==> config.mk <==
export PLATFORM = sky130hd
export DESIGN_NAME = mmu_utlb
export DESIGN_NICKNAME = d
export VERILOG_FILES = /design/src/rtl/mmu_utlb.sv
export SDC_FILE = /design/constraint.sdc
export NUM_CORES = 1
export LEC_CHECK = 0
export BUFFER_PORTS_ARGS = -buffer_cell sky130_fd_sc_hd__buf_2
export CORE_MARGIN = 4
export CORE_UTILIZATION = 59
export CTS_BUF_LIST = sky130_fd_sc_hd__clkbuf_8
export CTS_CLUSTER_DIAMETER = 80
export DETAILED_ROUTE_END_ITERATION = 6
export PLACE_DENSITY = 0.93
export RECOVER_POWER = 50
export SLEW_MARGIN = 20
export SYNTH_ARGS = -nofsm -noshare
export SYNTH_HDL_FRONTEND = slang
export SYNTH_SLANG_ARGS = --single-unit
==> constraint.sdc <==
create_clock -name clk -period 6.6 [get_ports clk]
set_clock_uncertainty 0.1 [all_clocks]
set_input_delay 1.32 -clock clk [delete_from_list [all_inputs] [get_ports clk]]
set_output_delay 1.32 -clock clk [all_outputs]
set_load 0.02 [all_outputs]
==> src/rtl/mmu_utlb.sv <==
`default_nettype none
// +--------------------------------------------------------------------------+
// | Module   : mmu_utlb                                                      |
// | Purpose  : Fully-associative, ASID-tagged micro-TLB in front of the      |
// |            shared main TLB. Resolves kseg0/kseg1 locally, caches 4 KB    |
// |            mapped translations and refills them through a req/resp       |
// |            handshake with the main TLB. Counts mapped hits and misses.   |
// | Ports    : clk/rst            - clock, synchronous active-high reset     |
// |            i_asid, i_kseg0_uncached, i_is_user_mode - CPU context         |
// |            i_flush            - invalidate all entries                   |
// |            i_req_* / o_req_ready - lookup request handshake              |
// |            o_resp_*           - registered one-cycle lookup result       |
// |            o_tlb_req_*        - refill request to main TLB               |
// |            i_tlb_resp_*       - main TLB answer                          |
// |            o_stat_hits/misses - mapped lookup statistics                 |
// | Revision : 1.0 - initial release                                         |
// +--------------------------------------------------------------------------+
module mmu_utlb #(
  parameter int ENTRIES = 4,
  parameter int IDX_W   = $clog2(ENTRIES)
) (
  input  logic        clk,
  input  logic        rst,
  input  logic [7:0]  i_asid,
  input  logic        i_kseg0_uncached,
  input  logic        i_is_user_mode,
  input  logic        i_flush,
  input  logic        i_req_valid,
  input  logic [31:0] i_req_vaddr,
  output logic        o_req_ready,
  output logic        o_resp_valid,
  output logic [31:0] o_resp_paddr,
  output logic        o_resp_miss,
  output logic        o_resp_invalid,
  output logic        o_resp_illegal,
  output logic        o_resp_dirty,
  output logic        o_resp_uncached,
  output logic        o_tlb_req_valid,
  output logic [31:0] o_tlb_req_vaddr,
  input  logic        i_tlb_resp_valid,
  input  logic [19:0] i_tlb_resp_pfn,
  input  logic        i_tlb_resp_miss,
  input  logic        i_tlb_resp_v,
  input  logic        i_tlb_resp_dirty,
  input  logic        i_tlb_resp_global,
  output logic [31:0] o_stat_hits,
  output logic [31:0] o_stat_misses
);

  typedef enum logic [0:0] {
    ST_IDLE     = 1'b0,
    ST_WAIT_TLB = 1'b1
  } state_t;

  state_t r_state, w_state_nxt;

  // Entry storage; only the valid bits need a reset value.
  logic [ENTRIES-1:0] r_valid;
  logic [19:0]        r_vpn   [ENTRIES];
  logic [7:0]         r_asid  [ENTRIES];
  logic               r_glob  [ENTRIES];
  logic [19:0]        r_pfn   [ENTRIES];
  logic               r_dirty [ENTRIES];
  logic [IDX_W-1:0]   r_ptr;

  logic        r_resp_valid, r_resp_miss, r_resp_invalid, r_resp_illegal;
  logic        r_resp_dirty, r_resp_uncached;
  logic [31:0] r_resp_paddr;
  logic        r_tlb_req_valid;
  logic [31:0] r_tlb_req_vaddr;
  logic [7:0]  r_req_asid;
  logic        r_fill_ok;   // cleared by any flush while the refill is pending
  logic [31:0] r_hits, r_misses;

  logic               w_accept, w_illegal, w_unmapped, w_hit, w_miss;
  logic               w_fill, w_has_free;
  logic [ENTRIES-1:0] w_hit_vec;
  logic [19:0]        w_hit_pfn;
  logic               w_hit_dirty;
  logic [IDX_W-1:0]   w_free_idx, w_victim;

  assign w_accept   = i_req_valid && (r_state == ST_IDLE);
  assign w_illegal  = i_is_user_mode && i_req_vaddr[31];
  assign w_unmapped = (i_req_vaddr[31:30] == 2'b10);
  // A flush in the accept cycle forces a miss so stale entries are never used.
  assign w_hit      = (|w_hit_vec) && !i_flush;
  assign w_miss     = w_accept && !w_illegal && !w_unmapped && !w_hit;
  assign w_has_free = ~&r_valid;
  assign w_victim   = w_has_free ? w_free_idx : r_ptr;
  assign w_fill     = (r_state == ST_WAIT_TLB) && i_tlb_resp_valid &&
                      !i_tlb_resp_miss && i_tlb_resp_v && r_fill_ok && !i_flush;

  // Match and free-slot search; descending loop makes the lowest index win.
  always_comb begin
    w_hit_vec   = '0;
    w_hit_pfn   = '0;
    w_hit_dirty = 1'b0;
    w_free_idx  = '0;
    for (int i = ENTRIES - 1; i >= 0; i--) begin
      w_hit_vec[i] = r_valid[i] && (r_vpn[i] == i_req_vaddr[31:12]) &&
                     (r_glob[i] || (r_asid[i] == i_asid));
      if (w_hit_vec[i]) begin
        w_hit_pfn   = r_pfn[i];
        w_hit_dirty = r_dirty[i];
      end
      if (!r_valid[i]) begin
        w_free_idx = IDX_W'(i);
      end
    end
  end

  always_ff @(posedge clk) begin
    if (rst) begin
      r_state <= ST_IDLE;
    end else begin
      r_state <= w_state_nxt;
    end
  end

  always_comb begin
    w_state_nxt = r_state;
    case (r_state)
      ST_IDLE:     if (w_miss) w_state_nxt = ST_WAIT_TLB;
      ST_WAIT_TLB: if (i_tlb_resp_valid) w_state_nxt = ST_IDLE;
      default:     w_state_nxt = ST_IDLE;
    endcase
  end

  always_ff @(posedge clk) begin
    if (rst) begin
      r_valid         <= '0;
      r_ptr           <= '0;
      r_resp_valid    <= 1'b0;
      r_resp_paddr    <= '0;
      r_resp_miss     <= 1'b0;
      r_resp_invalid  <= 1'b0;
      r_resp_illegal  <= 1'b0;
      r_resp_dirty    <= 1'b0;
      r_resp_uncached <= 1'b0;
      r_tlb_req_valid <= 1'b0;
      r_tlb_req_vaddr <= '0;
      r_req_asid      <= '0;
      r_fill_ok       <= 1'b0;
      r_hits          <= '0;
      r_misses        <= '0;
    end else begin
      r_resp_valid <= 1'b0;
      if (w_accept) begin
        r_resp_miss     <= 1'b0;
        r_resp_invalid  <= 1'b0;
        r_resp_illegal  <= 1'b0;
        r_resp_dirty    <= 1'b0;
        r_resp_uncached <= 1'b0;
        r_resp_paddr    <= '0;
        if (w_illegal) begin
          r_resp_valid   <= 1'b1;
          r_resp_illegal <= 1'b1;
        end else if (w_unmapped) begin
          r_resp_valid    <= 1'b1;
          r_resp_paddr    <= {3'b000, i_req_vaddr[28:0]};
          r_resp_dirty    <= 1'b1;
          r_resp_uncached <= (i_req_vaddr[31:29] == 3'b101) ||
                             (i_kseg0_uncached && (i_req_vaddr[31:29] == 3'b100));
        end else if (w_hit) begin
          r_resp_valid <= 1'b1;
          r_resp_paddr <= {w_hit_pfn, i_req_vaddr[11:0]};
          r_resp_dirty <= w_hit_dirty;
          r_hits       <= r_hits + 32'd1;
        end else begin
          r_misses        <= r_misses + 32'd1;
          r_tlb_req_valid <= 1'b1;
          r_tlb_req_vaddr <= i_req_vaddr;
          r_req_asid      <= i_asid;
          r_fill_ok       <= 1'b1;
        end
      end
      if (r_state == ST_WAIT_TLB) begin
        if (i_flush) r_fill_ok <= 1'b0;
        if (i_tlb_resp_valid) begin
          r_tlb_req_valid <= 1'b0;
          r_resp_valid    <= 1'b1;
          r_resp_paddr    <= {i_tlb_resp_pfn, r_tlb_req_vaddr[11:0]};
          r_resp_miss     <= i_tlb_resp_miss;
          r_resp_invalid  <= !i_tlb_resp_miss && !i_tlb_resp_v;
          r_resp_illegal  <= 1'b0;
          r_resp_dirty    <= i_tlb_resp_dirty;
          r_resp_uncached <= 1'b0;
        end
      end
      if (w_fill) begin
        r_valid[w_victim] <= 1'b1;
        if (!w_has_free) r_ptr <= r_ptr + IDX_W'(1);
      end
      if (i_flush) r_valid <= '0;
    end
  end

  // Payload of the entries; written only alongside its valid bit.
  always_ff @(posedge clk) begin
    if (w_fill) begin
      r_vpn[w_victim]   <= r_tlb_req_vaddr[31:12];
      r_asid[w_victim]  <= r_req_asid;
      r_glob[w_victim]  <= i_tlb_resp_global;
      r_pfn[w_victim]   <= i_tlb_resp_pfn;
      r_dirty[w_victim] <= i_tlb_resp_dirty;
    end
  end

  assign o_req_ready     = (r_state == ST_IDLE);
  assign o_resp_valid    = r_resp_valid;
  assign o_resp_paddr    = r_resp_paddr;
  assign o_resp_miss     = r_resp_miss;
  assign o_resp_invalid  = r_resp_invalid;
  assign o_resp_illegal  = r_resp_illegal;
  assign o_resp_dirty    = r_resp_dirty;
  assign o_resp_uncached = r_resp_uncached;
  assign o_tlb_req_valid = r_tlb_req_valid;
  assign o_tlb_req_vaddr = r_tlb_req_vaddr;
  assign o_stat_hits     = r_hits;
  assign o_stat_misses   = r_misses;

endmodule
`default_nettype wire

=== After elaboration in Yosys (flattened, before gate mapping) ===
Memory sizes are Yosys's and may differ from the RTL's.
Cells that the tools add are included.

* Memories kept: 5
* Input port bits: 71
* RAM bits: 200
* Output and inout bits: 136
* Register bits: 151

* Add/subtract/negate cells: 3
* Bitwise operators: 5
* Multiplexer cells: 65
* Magnitude comparators: 2
* Reduce and logical (&&, ||, !) cells: 39
* Equality and inequality tests: 11

{| class="wikitable"
|+ Memory list
! memory !! words !! bits a word !! rd ports !! clocked after Yosys merged registers in !! write ports !! RTL line !! RTL
|-
| r_pfn || 4 || 20 || 4 || 0 || 1 || 62 || <nowiki>logic [19:0] r_pfn [ENTRIES];</nowiki>
|-
| r_vpn || 4 || 20 || 4 || 0 || 1 || 59 || <nowiki>logic [19:0] r_vpn [ENTRIES];</nowiki>
|-
| r_asid || 4 || 8 || 4 || 0 || 1 || 60 || <nowiki>logic [7:0] r_asid [ENTRIES];</nowiki>
|-
| r_dirty || 4 || 1 || 4 || 0 || 1 || 63 || <nowiki>logic r_dirty [ENTRIES];</nowiki>
|-
| r_glob || 4 || 1 || 4 || 0 || 1 || 61 || <nowiki>logic r_glob [ENTRIES];</nowiki>
|}

{| class="wikitable"
|+ Operators with widths
! kind !! number
|-
| two-way mux 32 bit || 6
|-
| equality test 20 bit || 4
|-
| two-way mux 20 bit || 4
|-
| adder 32 x 1 -> 32 bit (second input constant) || 2
|-
| two-way mux 1 bit || 48
|-
| equality test 8 bit || 4
|-
| logical AND 1 bit || 22
|-
| AND reduction 4 bit || 3
|-
| two-way mux 2 bit || 5
|-
| equality test 3 bit (second input constant) || 2
|-
| zero test 1 bit || 6
|-
| logical OR 1 bit || 5
|-
| AND reduction 5 bit || 1
|-
| NOT 1 bit || 4
|-
| bitwise OR 4 bit || 1
|-
| OR reduction 4 bit || 1
|-
| < comparator 2 x 3 -> 1 bit (second input constant) || 1
|-
| adder 2 x 1 -> 2 bit (second input constant) || 1
|-
| demux 1 bit (select 2 bit) || 1
|-
| equality test 2 bit (second input constant) || 1
|-
| greater-or-equal comparator 2 x 1 -> 1 bit (second input constant) || 1
|-
| case mux 1 bit (2 select lines) || 1
|-
| OR reduction 2 bit || 1
|}

=== Longest topological paths before layout ===
Gate-level depths: netlist (run 1).

* Depth in word-level cells: 13
* Mapped depth: 11

=== Worst setup path before layout (run 1) ===
No wires, ideal clock.

* Kind: input -> register
* From: in i_flush
* To: mem r_asid[2][0], enable pin
* Setup time: 0.522 ns
* Setup slack: 0.651 ns
* Data required time: 5.978 ns
* Arrival time: 5.327 ns
* Stages on the path: 4
* Path through: clkbuf_1 -> nor2_1 -> nand4_1 -> nor3_1

* Cells in the longest elaborated chain, start to end: 4

{| class="wikitable"
|+ Ends and longest elaborated chain
! item !! RTL line !! RTL
|-
| from (decl) || 27 || <nowiki>input logic i_flush,</nowiki>
|-
| zero test 1 bit || 91 || <nowiki>!i_tlb_resp_miss && i_tlb_resp_v && r_fill_ok && !i_flush;</nowiki>
|-
| logical AND 1 bit || 91 ||
|-
| two-way mux 1 bit || 200 || <nowiki>if (w_fill) begin</nowiki>
|-
| two-way mux 1 bit (implied by the code) || 202 || <nowiki>r_asid[w_victim] <= r_req_asid;</nowiki>
|-
| to (decl) || 60 ||
|}

No other way between the ends.

=== Worst setup path in the final report (run 1) ===
* From: in i_flush
* To: mem r_vpn[3][8], enable pin

* Cells in the longest elaborated chain, start to end: 4

{| class="wikitable"
|+ Ends and longest elaborated chain
! item !! RTL line !! RTL
|-
| zero test 1 bit || 91 ||
|-
| logical AND 1 bit || 91 ||
|-
| two-way mux 1 bit || 200 ||
|-
| two-way mux 1 bit (implied by the code) || 201 || <nowiki>r_vpn[w_victim] <= r_tlb_req_vaddr[31:12];</nowiki>
|-
| to (decl) || 59 ||
|}

No other way between the ends.

==> results, run 1 <==
- After clock tree synthesis, the clock-pin slew on the worst setup and hold paths is 0.07 ns.
- Setup violations remaining at the end of the flow were counted as 0.
- The final net count is 1600.
- In the global route stage, overall resource usage came out at 29.05%.
- The number of global-route vias before repair was 11650.
- The worst min-delay path class is flip-flop to flip-flop.
- The routed design could run at a clock period as short as 4.705 ns.
- Using the TritonRoute via totals, the vias-per-cell ratio works out to 6.116.
- The number of buffers and inverters on the critical path is 2.
- The library cell occupying the most area in the post-synthesis netlist is sky130_fd_sc_hd__edfxtp_1.
- Dividing the final minimum period by the clock period gives 71.30%.
- For this run, the register share of the synthesized area comes to 61.31%.
- During I/O placement, the number of pins put on the boundary was 207.
- At the pin with the least slew margin, the transition time is 3.514 ns.
- The synthesized flop and latch total is 351.
- Of the cells placed in the final design, the portion with a size suffix greater than 1 is 10.83%.
- Yosys mapped a number of flops with a built-in enable equal to 200.
- The pin count of the biggest net entering global routing is 93.
- In this design, the critical path's most frequently occurring cell is sky130_fd_sc_hd__clkbuf_1.
- The initial antenna violation count is 3.
- By startpoint and endpoint, the worst setup path is classified as primary input to flip-flop.
- The synthesis-to-finish area growth is 14.90%.
- The count of hold-fix buffers inserted at cts is 0.
- The highest-utilization routing layer at the global route stage is met2.
- The power per cell area is 273.0 mW/mm².
- The synthesized area divided by synthesized cell count is 10.96 µm².
- In this run the deepest clock path goes through 3 buffers.
- The count of cell types in the netlist is 53.
- Timing would allow up to 0.2125 GHz.
- The H-tree was split into 2 levels.
- Detailed placement ended at an HPWL of 27860 µm.
- Setup repair after global routing left no endpoint under its margin.
- Yosys instantiated no cell more often than sky130_fd_sc_hd__edfxtp_1.
- At the worst endpoint, the required time is 6.61 ns.
- In this run, CTS created clock tree buffers numbering 52.
- The quantity of gates resized following cts is 0.
- The worst register-to-register path begins at r_state.
- The final reports fail on capacitance limit, slew limit.
- Across the run, the number of max-cap violations was 3.
- The total count of max-transition violations in the final report is 119.
- The congestion estimate from routability-driven global placement came to 0.9621.
- The number of detailed-route iterations in the first pass is 5.
- The height of the die is 166.0 µm.
- The peak per-stage delay on the critical path is 2.50 ns.
- The commonest cells after synthesis are sky130_fd_sc_hd__edfxtp_1, sky130_fd_sc_hd__nand2_1, sky130_fd_sc_hd__dfxtp_1, sky130_fd_sc_hd__nor2_1, sky130_fd_sc_hd__xor2_1.
- The synthesized netlist occupies a cell area of 0.01473 mm².
- After detailed routing, the total wire length is 41520 µm.
- The DRC violation count after routing is 0.
- The async set or reset register ratio after synthesis is 0%.
- The critical path launch point is i_flush.
- The total number of placement rows is 57.
- Walking the worst path, the cells encountered are clkbuf_1 -> nor2_1 -> nand4_1 -> nor3_1 -> clkbuf_1.
- The number of warnings reported in the yosys synthesis log is 0.
- The post-place setup slack is 1.671 ns.
- The setup check on the worst reg-to-reg path leaves a slack of 2.42 ns.
- The first global-routing pass estimated 64050 µm of wire.
- The number of nets in the synthesized netlist is 1416.
- The maximum resistive drop on vdd is 253.2 µV.
- CTS saw 351 sinks.
- The critical path capture point type is a flip-flop.
- The total number of vias is 11584.
- STA classifies the critical path startpoint as a primary input.
- Summed over all cells, the static leakage comes to 5.565 nW.
- After global routing the overflow that remains totals 0.
- The post-CTS repair timing setup buffer count is 0.
- Buffers placed on the I/O ports in this run total 206.
- The final total negative setup slack is 0 ns.
- By area the synthesized netlist is led by sky130_fd_sc_hd__edfxtp_1, sky130_fd_sc_hd__dfxtp_1, sky130_fd_sc_hd__xor2_1.
- The initial utilization of the core area, before any placement, comes to 60.20%.
- Among all stages on the critical path, the largest delay is contributed by sky130_fd_sc_hd__clkbuf_1.
- For this run, global-route usage on met3 was measured as 6.784%.
- The horizontal die dimension is 166.0 µm.
- The data arrival time of the critical path is 4.71 ns.
- The detail route stage leaves a number of antenna-violating nets equal to 0.
- The run finished, with violations left.
- The number of design-rule violations left by the first detailed-router iteration is 1446.
- In this run the most critical hold path is launched from o_tlb_req_vaddr[4].
- The clock latency on the worst-skew pair is 0.58 ns.
- In this run the worst path has a maximum fanout of 51.
- The cell at the root of the clock tree is sky130_fd_sc_hd__clkbuf_8.
- The most used flip-flop cell after synthesis is sky130_fd_sc_hd__edfxtp_1.
- The setup slack after layout is 1.895 ns.
- In this run the standard cell core region covers 0.02446 mm².
- Global routing consumed, on the met2 layer, 48.76% of the routing resources.
- The tightest hold path in the finished design has a slack of 0.3823 ns.
- The full die area is 0.02755 mm².
- TritonCTS built the clock tree.
- The synthesized instance count is 1343.
- The final hold violation count is 0.
- The met1 routing resource usage after global routing is 37.07%.
- The worst pin sits at a relative slew slack of -134.2%.
- The cell family contributing the most delay on the critical path is buffers and inverters.
- The area share of the largest cell type after synthesis is 40.79%.
- The mean routed wirelength per cell is 21.92 µm.
## where the power goes
part / switching, W / total (W) / internal, W
Sequential: 0.0000278 / 0.00236 / 0.00234
Clock: 0.000846 / 0.00198 / 0.00113
Combinational: 0.000200 / 0.000277 / 0.0000765
## through the flow
stage          utilization [%]  instances  cell area, µm²  total power [W]
4_1_cts                  70.03       1893           17130         0.004638
3_3_place_gp             65.19       1797           15950         0.002677
3_5_place_dp             65.19       1797           15950         0.002687
6_report                 69.17       1894           16920         0.004619
2_1_floorplan                -       1343           14730         0.002575
5_1_grt                  69.17       1894           16920         0.004766
## metal layers
layer	up-vias	part of all wire, %	routed length, µm
li1	5207	-	-
met1	5513	38	15850
met2	737	47	19690
met3	125	11	4490
met4	2	3.5	1473
met5	-	0.031	13
## placed cells by master (no fill, tap or decap), types with 3 or more instances in the layout
cell type and instances:
sky130_fd_sc_hd__o21ai_0 32, sky130_fd_sc_hd__clkbuf_1 157, sky130_fd_sc_hd__inv_1 15, sky130_fd_sc_hd__nand3_1 29, sky130_fd_sc_hd__nand2_1 172, sky130_fd_sc_hd__dfxtp_1 151, sky130_fd_sc_hd__and4_1 4, sky130_fd_sc_hd__nor4_1 39
sky130_fd_sc_hd__nor2_4 3, sky130_fd_sc_hd__edfxtp_1 200, sky130_fd_sc_hd__or4_1 8, sky130_fd_sc_hd__and3_1 12, sky130_fd_sc_hd__o21bai_1 3, sky130_fd_sc_hd__clkbuf_8 62, sky130_fd_sc_hd__a221oi_1 18, sky130_fd_sc_hd__a311o_1 19
sky130_fd_sc_hd__xor2_1 108, sky130_fd_sc_hd__and2_1 10, sky130_fd_sc_hd__nand4_1 36, sky130_fd_sc_hd__a211oi_1 32, sky130_fd_sc_hd__nor3_1 35, sky130_fd_sc_hd__nand4b_1 3, sky130_fd_sc_hd__or3_1 16, sky130_fd_sc_hd__nor2_1 147
sky130_fd_sc_hd__nor4_2 3, sky130_fd_sc_hd__clkinv_2 15, sky130_fd_sc_hd__a21oi_1 69, sky130_fd_sc_hd__o31ai_1 4, sky130_fd_sc_hd__buf_4 17, sky130_fd_sc_hd__clkinv_1 6, sky130_fd_sc_hd__bufinv_16 7, sky130_fd_sc_hd__nor4b_1 4
sky130_fd_sc_hd__buf_2 50, sky130_fd_sc_hd__xnor2_1 46, sky130_fd_sc_hd__o21a_1 3
## state kept, by name, summed over array words and instances, names as in the netlist, 2 cells and up
signal,cells
r_valid,4
r_dirty,4
o_stat_misses,32
o_resp_paddr,32
r_glob,4
r_asid,32
r_req_asid,8
r_pfn,80
o_tlb_req_vaddr,32
r_vpn,80
r_ptr,2
o_stat_hits,32
## worst paths after layout
path	end	cells past startpoint
max reg2reg	r_vpn[3][8]	4
max	r_vpn[3][8]	5
min reg2reg	o_tlb_req_vaddr[4]	2
min	o_tlb_req_vaddr[4]	2
## logic make-up after synthesis
family	synth area share, %
AOI/OAI and AO/OA	8.871
adders and majority gates	0.1699
xor gates and xnor gates	9.160
DFF	61.31
buffers and inverters	2.940
and+or+nand+nor	17.55
## worst reg2reg max path, stage by stage, from the launching register on
cell	delay, ns
sky130_fd_sc_hd__dfxtp_1	0.45
sky130_fd_sc_hd__and2_0	0.20
sky130_fd_sc_hd__nand4_1	0.21
sky130_fd_sc_hd__nor3_1	0.22
sky130_fd_sc_hd__clkbuf_1	2.50
## cell type report
type                            count  area (µm²)
Sequential cell                   351        9029
Fill cell                        1813        7542
Multi-Input combinational cell    889        5299
Timing Repair Buffer              224       967.2
Clock buffer                       62       853.3
Tap cell                          324       405.4
Clock inverter                     34       330.3
Inverter                            9       33.78
Antenna cell                        1       2.502
Power figures use the tool's default switching activity.
==> run 2, diff against run 1 <==
--- a/config.mk
+++ b/config.mk
@@ -7,11 +7,11 @@
 export LEC_CHECK = 0
 export BUFFER_PORTS_ARGS = -buffer_cell sky130_fd_sc_hd__buf_2
 export CORE_MARGIN = 4
-export CORE_UTILIZATION = 59
+export CORE_UTILIZATION = 54
 export CTS_BUF_LIST = sky130_fd_sc_hd__clkbuf_8
 export CTS_CLUSTER_DIAMETER = 80
 export DETAILED_ROUTE_END_ITERATION = 6
-export PLACE_DENSITY = 0.93
+export PLACE_DENSITY = 0.9
 export RECOVER_POWER = 50
 export SLEW_MARGIN = 20
 export SYNTH_ARGS = -nofsm -noshare
==> constraint.sdc (replaced) <==
create_clock -name clk -period 3.8 [get_ports clk]
set_clock_uncertainty 0.1 [all_clocks]
set_input_delay 0.76 -clock clk [delete_from_list [all_inputs] [get_ports clk]]
set_output_delay 0.76 -clock clk [all_outputs]
set_load 0.02 [all_outputs]
==> run 2 against run 1 <==
The flow still finishes with violations (capacitance limit, slew limit). Combinational power rose by 76%. Critical path depth rose by 4. Count of clock-buffer cells in the layout rose by 4. Worst setup slack got worse by 1.4 ns. Sequential power rose by 74%. Via count rose by 1.4%. Clock power rose by 60%. First-iteration DRC count fell by 13%. Register-to-register slack got worse by 1.9 ns. Flip-flop and latch count did not move. Total power rose by 68%. Worst hold slack got worse by 0.065 ns. Highest routed layer unchanged.
==> results, run 2 (synthesized netlist as in run 1, its figures left out) <==
- In this run the critical register-to-register path is launched from r_vpn[2][3].
- On the critical path, the stage with the largest delay is an instance of sky130_fd_sc_hd__nor4_4.
- Dividing the detail-routed via count by the number of cells gives 6.068.
- Setup repair after global routing left no endpoint under its margin.
- After global routing the overflow that remains totals 0.
- The die covers 0.02998 mm².
- Entering global routing, the biggest net connects 70 pins.
- The number of global-route vias before repair was 11552.
- The initial antenna violation count is 5.
- STA puts the critical path data arrival time at 3.66 ns.
- The part of the total power dissipated in combinational logic is 6.3%.
- The end point of the worst hold path is o_tlb_req_vaddr[10].
- The checks that failed: capacitance limit, slew limit.
- Setup violations remaining at the end of the flow were counted as 0.
- The worst reg2reg path endpoint is o_resp_paddr[0].
- Summing all placed instances gives a cell area of 0.01615 mm².
- The synthesis-to-finish area growth is 15.89%.
- The worst path uses 86.79% of the clock period.
- The count of filler cells inserted in the layout is 2083.
- The flow ran to the end, but the final reports show violations.
- The height of the die is 173.1 µm.
- The number of design-rule violations left by the first detailed-router iteration is 1258.
- The shortest clock period the worst path allows after layout is 3.298 ns.
- The total number of placement rows is 60.
- The type of origin of the critical path is a flip-flop.
- The maximum resistive drop on vdd is 325.5 µV.
- The power per cell area is 455.1 mW/mm².
- Summed over all nets, the half-perimeter wirelength after detailed placement is 26660 µm.
- After clock tree synthesis, the clock-pin slew on the worst setup and hold paths is 0.07 ns.
- The critical path goes through xor2_1 -> nor4_1 -> nand4_1 -> nor4_4 -> or4_1 -> a41o_1 -> buf_4 -> nand2_1 -> a211oi_1.
- The number of buffers added by the clock tree synthesis step is 56.
- The horizontal die dimension is 173.1 µm.
- The final hold violation count is 0.
- The most frequent standard cell in the layout excluding fill and tap cells is sky130_fd_sc_hd__edfxtp_1.
- The share of total power in sequential cells is 52.9%.
- The net count of the finished layout is 1618.
- The clock tree from TritonCTS is built.
- The clock latency on the worst-skew pair is 0.61 ns.
- Net switching is 24.38% of the power.
- The static leakage is 5.682 nW.
- The peak fanout along the critical path is 12.
- The worst hold path passes through 3 cells.
- By startpoint and endpoint, the worst setup path is classified as flip-flop to flip-flop.
- The number of detailed-route iterations in the first pass is 6.
- Summed over all layers, the routed wires come to 40310 µm.
- The count of cells along the worst register-to-register path is 9.
- The depth of the CTS H-tree is 2.
- The number of ports placed on the die boundary is 207.
- For the pin with the worst max-slew slack, the measured transition is 1.660 ns.
- Max-cap violations in this run came to 2.
- The first-pass GRT wire length is 62100 µm.
- The final weighted congestion of routability-driven global placement is 1.022.
- The quantity of gates resized following cts is 0.
- The post-place setup slack is 0.1355 ns.
- The worst setup path is captured at a flip-flop.
- Registers take 0.009029 mm².
- The worst min-delay path class is primary input to flip-flop.
- The internal power is 0.005873 W.
- In this run, the clock network consumes 40.8% of the power.
- The largest registers in the layout are r_pfn: 80 flops, r_vpn: 80 flops.
- The required time of the critical path is 4.16 ns.
- The total net switching power is 0.001893 W.
- In this run, post-CTS hold repair placed 0 buffers.
- The worst setup slack for register-to-register paths is 0.50 ns.
- The highest attainable clock frequency is 0.3032 GHz.
- The worst hold path begins at i_req_vaddr[10].
- The tree built by TritonCTS fans out to 351 sinks.
- The residual antenna-violating net count after detailed routing is 0.
- The setup slack after layout is 0.5020 ns.
- The final total negative setup slack is 0 ns.
- The post-CTS repair timing setup buffer count is 0.
- Dividing the detail-routed wire length by the instance count gives 20.82 µm.
- Global routing consumed, over all layers together, 25.60% of the routing resources.
- The post-route netlist has 11.30% of its cells at a drive strength greater than 1.
- The final standard cell utilization of the core is 63.50%.
- The effective utilization at floorplan is 54.79%.
- The worst slew slack as a fraction of its limit is -10.66%.
- The clock passes through at most 3 buffers.
- The peak per-stage delay on the critical path is 0.55 ns.
- The total count of max-transition violations in the final report came to 121.
- With fillers left out, the area of the finished cells amounts to 0.01707 mm².
- For this block, the via count after detailed routing is 11748.
- The DRC violation count after routing is 0.
- In the final layout, the multi-input gates occupy 0.005333 mm².
- In the layout the commonest cells are sky130_fd_sc_hd__edfxtp_1, sky130_fd_sc_hd__nand2_1, sky130_fd_sc_hd__clkbuf_1.
- The region available for standard cell placement spans 0.02688 mm².
- Clock tree synthesis selected as its root buffer the cell sky130_fd_sc_hd__clkbuf_8.
- During placement, the flow inserted port buffers numbering 206.
[run 2: cell count changes in the layout (fill, tap and decap cells not counted), moves of 2 or more]
| cell | delta |
|---|---|
| sky130_fd_sc_hd__buf_12 | +3 |
| sky130_fd_sc_hd__buf_2 | -3 |
| sky130_fd_sc_hd__buf_4 | +10 |
| sky130_fd_sc_hd__bufinv_16 | -6 |
| sky130_fd_sc_hd__clkbuf_2 | +3 |
| sky130_fd_sc_hd__clkbuf_8 | +4 |
| sky130_fd_sc_hd__clkinv_2 | -7 |
| sky130_fd_sc_hd__inv_1 | +14 |
| sky130_fd_sc_hd__inv_12 | +2 |
| sky130_fd_sc_hd__nor3_4 | +2 |
[run 2: worst max path at each step]
stage | from | endpoint | cells past startpoint
3_3_place_gp | i_req_vaddr[30] | o_tlb_req_vaddr[10] | 12
4_1_cts | r_vpn[2][3] | o_resp_paddr[0] | 9
3_5_place_dp | i_req_vaddr[30] | o_tlb_req_vaddr[19] | 12
6_report | r_vpn[2][3] | o_resp_paddr[0] | 9
2_1_floorplan | i_flush | r_asid[2][0] | 4
5_1_grt | r_vpn[2][3] | o_resp_paddr[0] | 9
[run 2: layout make-up]
type	instances	area share (%)
well taps	341	2.500
repair buffers	238	6.481
multi-input cells	889	31.25
diodes	2	0.02933
clock inverters	40	1.312
inverters	9	0.1980
clock buffers	66	5.323
flip-flops and latches	351	52.91
[run 2: power by group through the flow]
stage / clock (W) / sequential, W / combinational [W]
after floorplan: 0 / 0.00422 / 0.000251
after global placement: 0 / 0.00418 / 0.000478
after detailed placement: 0 / 0.00418 / 0.000492
after CTS: 0.00321 / 0.00410 / 0.000496
after global routing: 0.00342 / 0.00411 / 0.000522
final: 0.00317 / 0.00411 / 0.000488
[run 2: critical path: cells and delay by family, from the launching register on]
family,cells,cell delay [ns]
XOR/XNOR,1,0.18
AND/OR/NAND/NOR,5,1.72
AO/OA/AOI/OAI,2,0.54
flip-flops,1,0.39
buffers and inverters,1,0.21
[run 2: through the flow]
| stage | hold WS (ns) | cells | total power [W] |
|---|---|---|---|
| 6_report | 0.3171 | 1936 | 0.007766 |
| 5_1_grt | 0.2948 | 1936 | 0.008047 |
| 4_1_cts | 0.2480 | 1934 | 0.007813 |
| 3_5_place_dp | 0.3649 | 1828 | 0.004676 |
| 3_3_place_gp | 0.3550 | 1828 | 0.004659 |
| 2_1_floorplan | 0.3600 | 1343 | 0.004472 |
[run 2: layer usage]
layer  vias to the layer above  GRT usage (%)  wire [µm]
li1                       5241              -          -
met1                      5567          33.64      15440
met2                       796          41.12      18750
met3                       138          6.515       4752
met4                         6          10.08       1324
met5                         -              0         36
==> run 3, diff against run 2 <==
--- a/config.mk
+++ b/config.mk
@@ -11,8 +11,10 @@
 export CTS_BUF_LIST = sky130_fd_sc_hd__clkbuf_8
 export CTS_CLUSTER_DIAMETER = 80
 export DETAILED_ROUTE_END_ITERATION = 6
+export MAX_ROUTING_LAYER = met4
 export PLACE_DENSITY = 0.9
 export RECOVER_POWER = 50
+export SKIP_CTS_REPAIR_TIMING = 1
 export SLEW_MARGIN = 20
 export SYNTH_ARGS = -nofsm -noshare
 export SYNTH_HDL_FRONTEND = slang
==> run 3 against run 2 <==
Clock power down 5%. Non-clock buffer count unchanged. Final cell count about the same. Critical path depth unchanged. The flow now finishes without violations. Largest cell class unchanged. Largest power group unchanged. Routed wire length up 1.4%. Via count up 0.83%.
==> results, run 3 (synthesized netlist as in run 1, its figures left out) <==
- The clock tree from TritonCTS is built.
- Leaving out fill and tap cells, the most frequent cell in the layout is sky130_fd_sc_hd__edfxtp_1.
- The final hold violation count is 0.
- In this run the number of H-tree levels came out at 2.
- The die covers 0.02998 mm².
- The flip-flop and latch area is 0.009029 mm².
- The total number of vias is 11845.
- Entering global routing, the biggest net connects 68 pins.
- The final total negative setup slack is 0 ns.
- For the pin with the worst max-slew slack, the measured transition is 1.429 ns.
- Clock latency on the worst-skew pair, taken at its later pin, is 0.63 ns.
- The highest-utilization routing layer at the global route stage is met2.
- During I/O placement, the number of pins put on the boundary was 207.
- The DRC violation count after routing is 0.
- At the end of the flow, the number of nets in the layout was 1616.
- Across all hold checks on the routed design, the worst slack comes to 0.3149 ns.
- The worst setup slack for register-to-register paths is 0.55 ns.
- The area occupied by multi-input gates is 0.005324 mm².
- Dividing the detail-routed via count by the number of cells gives 6.121.
- The core footprint is 0.02688 mm².
- Wires add up to 40870 µm.
- The peak fanout along the critical path is 12.
- Clock tree synthesis found a total of 351 sinks.
- The fraction of met2 tracks used by global routing is 43.36%.
- The tool flagged a number of max-cap violations equal to 0.
- On the worst path, the slowest cell contributes a delay of 0.48 ns.
- The largest registers in the layout are r_pfn: 80 flops, r_vpn: 80 flops.
- The initial antenna violation count is 4.
- The required time of the critical path is 4.17 ns.
- The total count of max-transition violations in the final report is 0.
- In this run, the number of DRC markers left after iteration 0 of detailed routing was 1338.
- In this run the remaining antenna-violating nets after routing total 0.
- The number of global-route vias before repair is 11719.
- The worst slew slack as a fraction of its limit is 4.738%.
- The effective utilization at floorplan is 54.79%.
- The final weighted congestion of routability-driven global placement is 1.010.
- The worst setup path is of the flip-flop to flip-flop kind.
- STA classifies the critical path startpoint as a flip-flop.
- The detailed placement HPWL is 26850 µm.
- The signal on the critical path passes through xor2_1 -> nor4_1 -> nand4_1 -> nor4_2 -> or4_1 -> a41o_1 -> buf_4 -> nand2_1 -> a211oi_1.
- The total overflow left after global routing is 0.
- The critical path capture point type is a flip-flop.
- The die is 173.1 µm wide.
- Setup repair after global routing left no endpoint under its margin.
- The synthesis-to-finish area growth is 15.41%.
- The register clock-pin slew on the reported worst setup and hold paths is 0.07 ns.
- The worst min-delay path class is primary input to flip-flop.
- In this run the tool buffered the top-level ports with 206 buffer cells.
- The highest attainable clock frequency is 0.3073 GHz.
- TritonCTS created 54 clock buffers.
- The slowest stage cell on the critical path is sky130_fd_sc_hd__nor4_2.
- The cell sitting at the root of the clock tree is a sky130_fd_sc_hd__clkbuf_8.
- The top cell types in the final layout, fill and taps aside, are sky130_fd_sc_hd__edfxtp_1, sky130_fd_sc_hd__nand2_1, sky130_fd_sc_hd__clkbuf_1.
- The power per cell area is 447.6 mW/mm².
- The first global-routing pass estimated 64490 µm of wire.
- For the worst setup path, the data arrival time is 3.62 ns.
- Counting along the longest clock path gives a buffer depth of 3.
- The global router's overall resource usage is 27.28%.
- The total number of placement rows is 60.
- The final count of negative-setup-slack endpoints is 0.
- For this run, the detailed router's first-pass iteration total came to 5.
- The height of the die is 173.1 µm.
- The mean routed wirelength per cell is 21.12 µm.
- The worst-case IR drop observed on VDD is 343.1 µV.
- The static leakage is 5.641 nW.
- In the final layout, the share of cells above drive strength 1 is 10.89%.
- For met1 alone, demand over resource in global routing was 34.55%.
- For met3 alone, demand over resource in global routing was 6.449%.
- In the finished design, the share of the clock period the worst path needs comes to 85.63%.
- The run finished with clean final reports.
- The final standard cell utilization of the core is 63.24%.
- The count of filler cells inserted in the layout is 2073.
- The shortest clock period the worst path allows after layout is 3.254 ns.
==> run 3: cell types whose count changed in the layout (fill, tap and decap cells not counted), sizes merged <==
cell and change:
clkbuf -4, diode +4, buf +1, clkinv -1, bufinv -1
==> run 3: power by group <==
| part | total, W | switching [W] | internal [W] |
|---|---|---|---|
| Combinational | 0.000486 | 0.000347 | 0.000140 |
| Clock | 0.00301 | 0.00148 | 0.00153 |
| Sequential | 0.00411 | 0.0000474 | 0.00406 |
| Total | 0.00761 | 0.00188 | 0.00573 |
==> run 3: layout make-up <==
class | instances | area share, %
Clock inverter | 38 | 1.126
Inverter | 9 | 0.1988
Sequential cell | 351 | 53.13
Antenna cell | 6 | 0.08835
Multi-Input combinational cell | 889 | 31.33
Clock buffer | 63 | 5.102
Tap cell | 341 | 2.510
Timing Repair Buffer | 238 | 6.523
==> run 3: final timing paths <==
kind,startpoint,depth (start not counted),to
max,r_vpn[1][7],9,o_resp_paddr[8]
min,i_req_vaddr[3],3,o_tlb_req_vaddr[3]
max reg2reg,r_vpn[1][7],9,o_resp_paddr[8]
min reg2reg,o_resp_uncached,2,o_resp_uncached
==> run 3: routing by layer <==
layer	vias to the layer above	share of wire, %
met2	791	48
li1	5256	-
met3	106	11
met1	5692	38
met4	0	3.0
met5	-	0
==> run 3: stage by stage <==
| step | power, W | instances | setup slack (ns) | cell area [µm²] |
|---|---|---|---|---|
| floorplan | 0.004472 | 1343 | -0.04059 | 14740 |
| global placement | 0.004656 | 1828 | 0.2561 | 16140 |
| detailed placement | 0.004674 | 1828 | 0.1503 | 16140 |
| CTS | 0.007649 | 1929 | 0.5667 | 17200 |
| global route | 0.007866 | 1933 | 0.3289 | 16990 |
| finish | 0.007606 | 1935 | 0.5462 | 17000 |
==> run 3: worst max-delay path, delay by kind of cell, from the launching register on <==
kind | cells | cell delay, ns
AND/OR/NAND/NOR | 5 | 1.61
AO/OA/AOI/OAI | 2 | 0.54
flip-flops | 1 | 0.40
XOR/XNOR | 1 | 0.21
buffers and inverters | 1 | 0.21
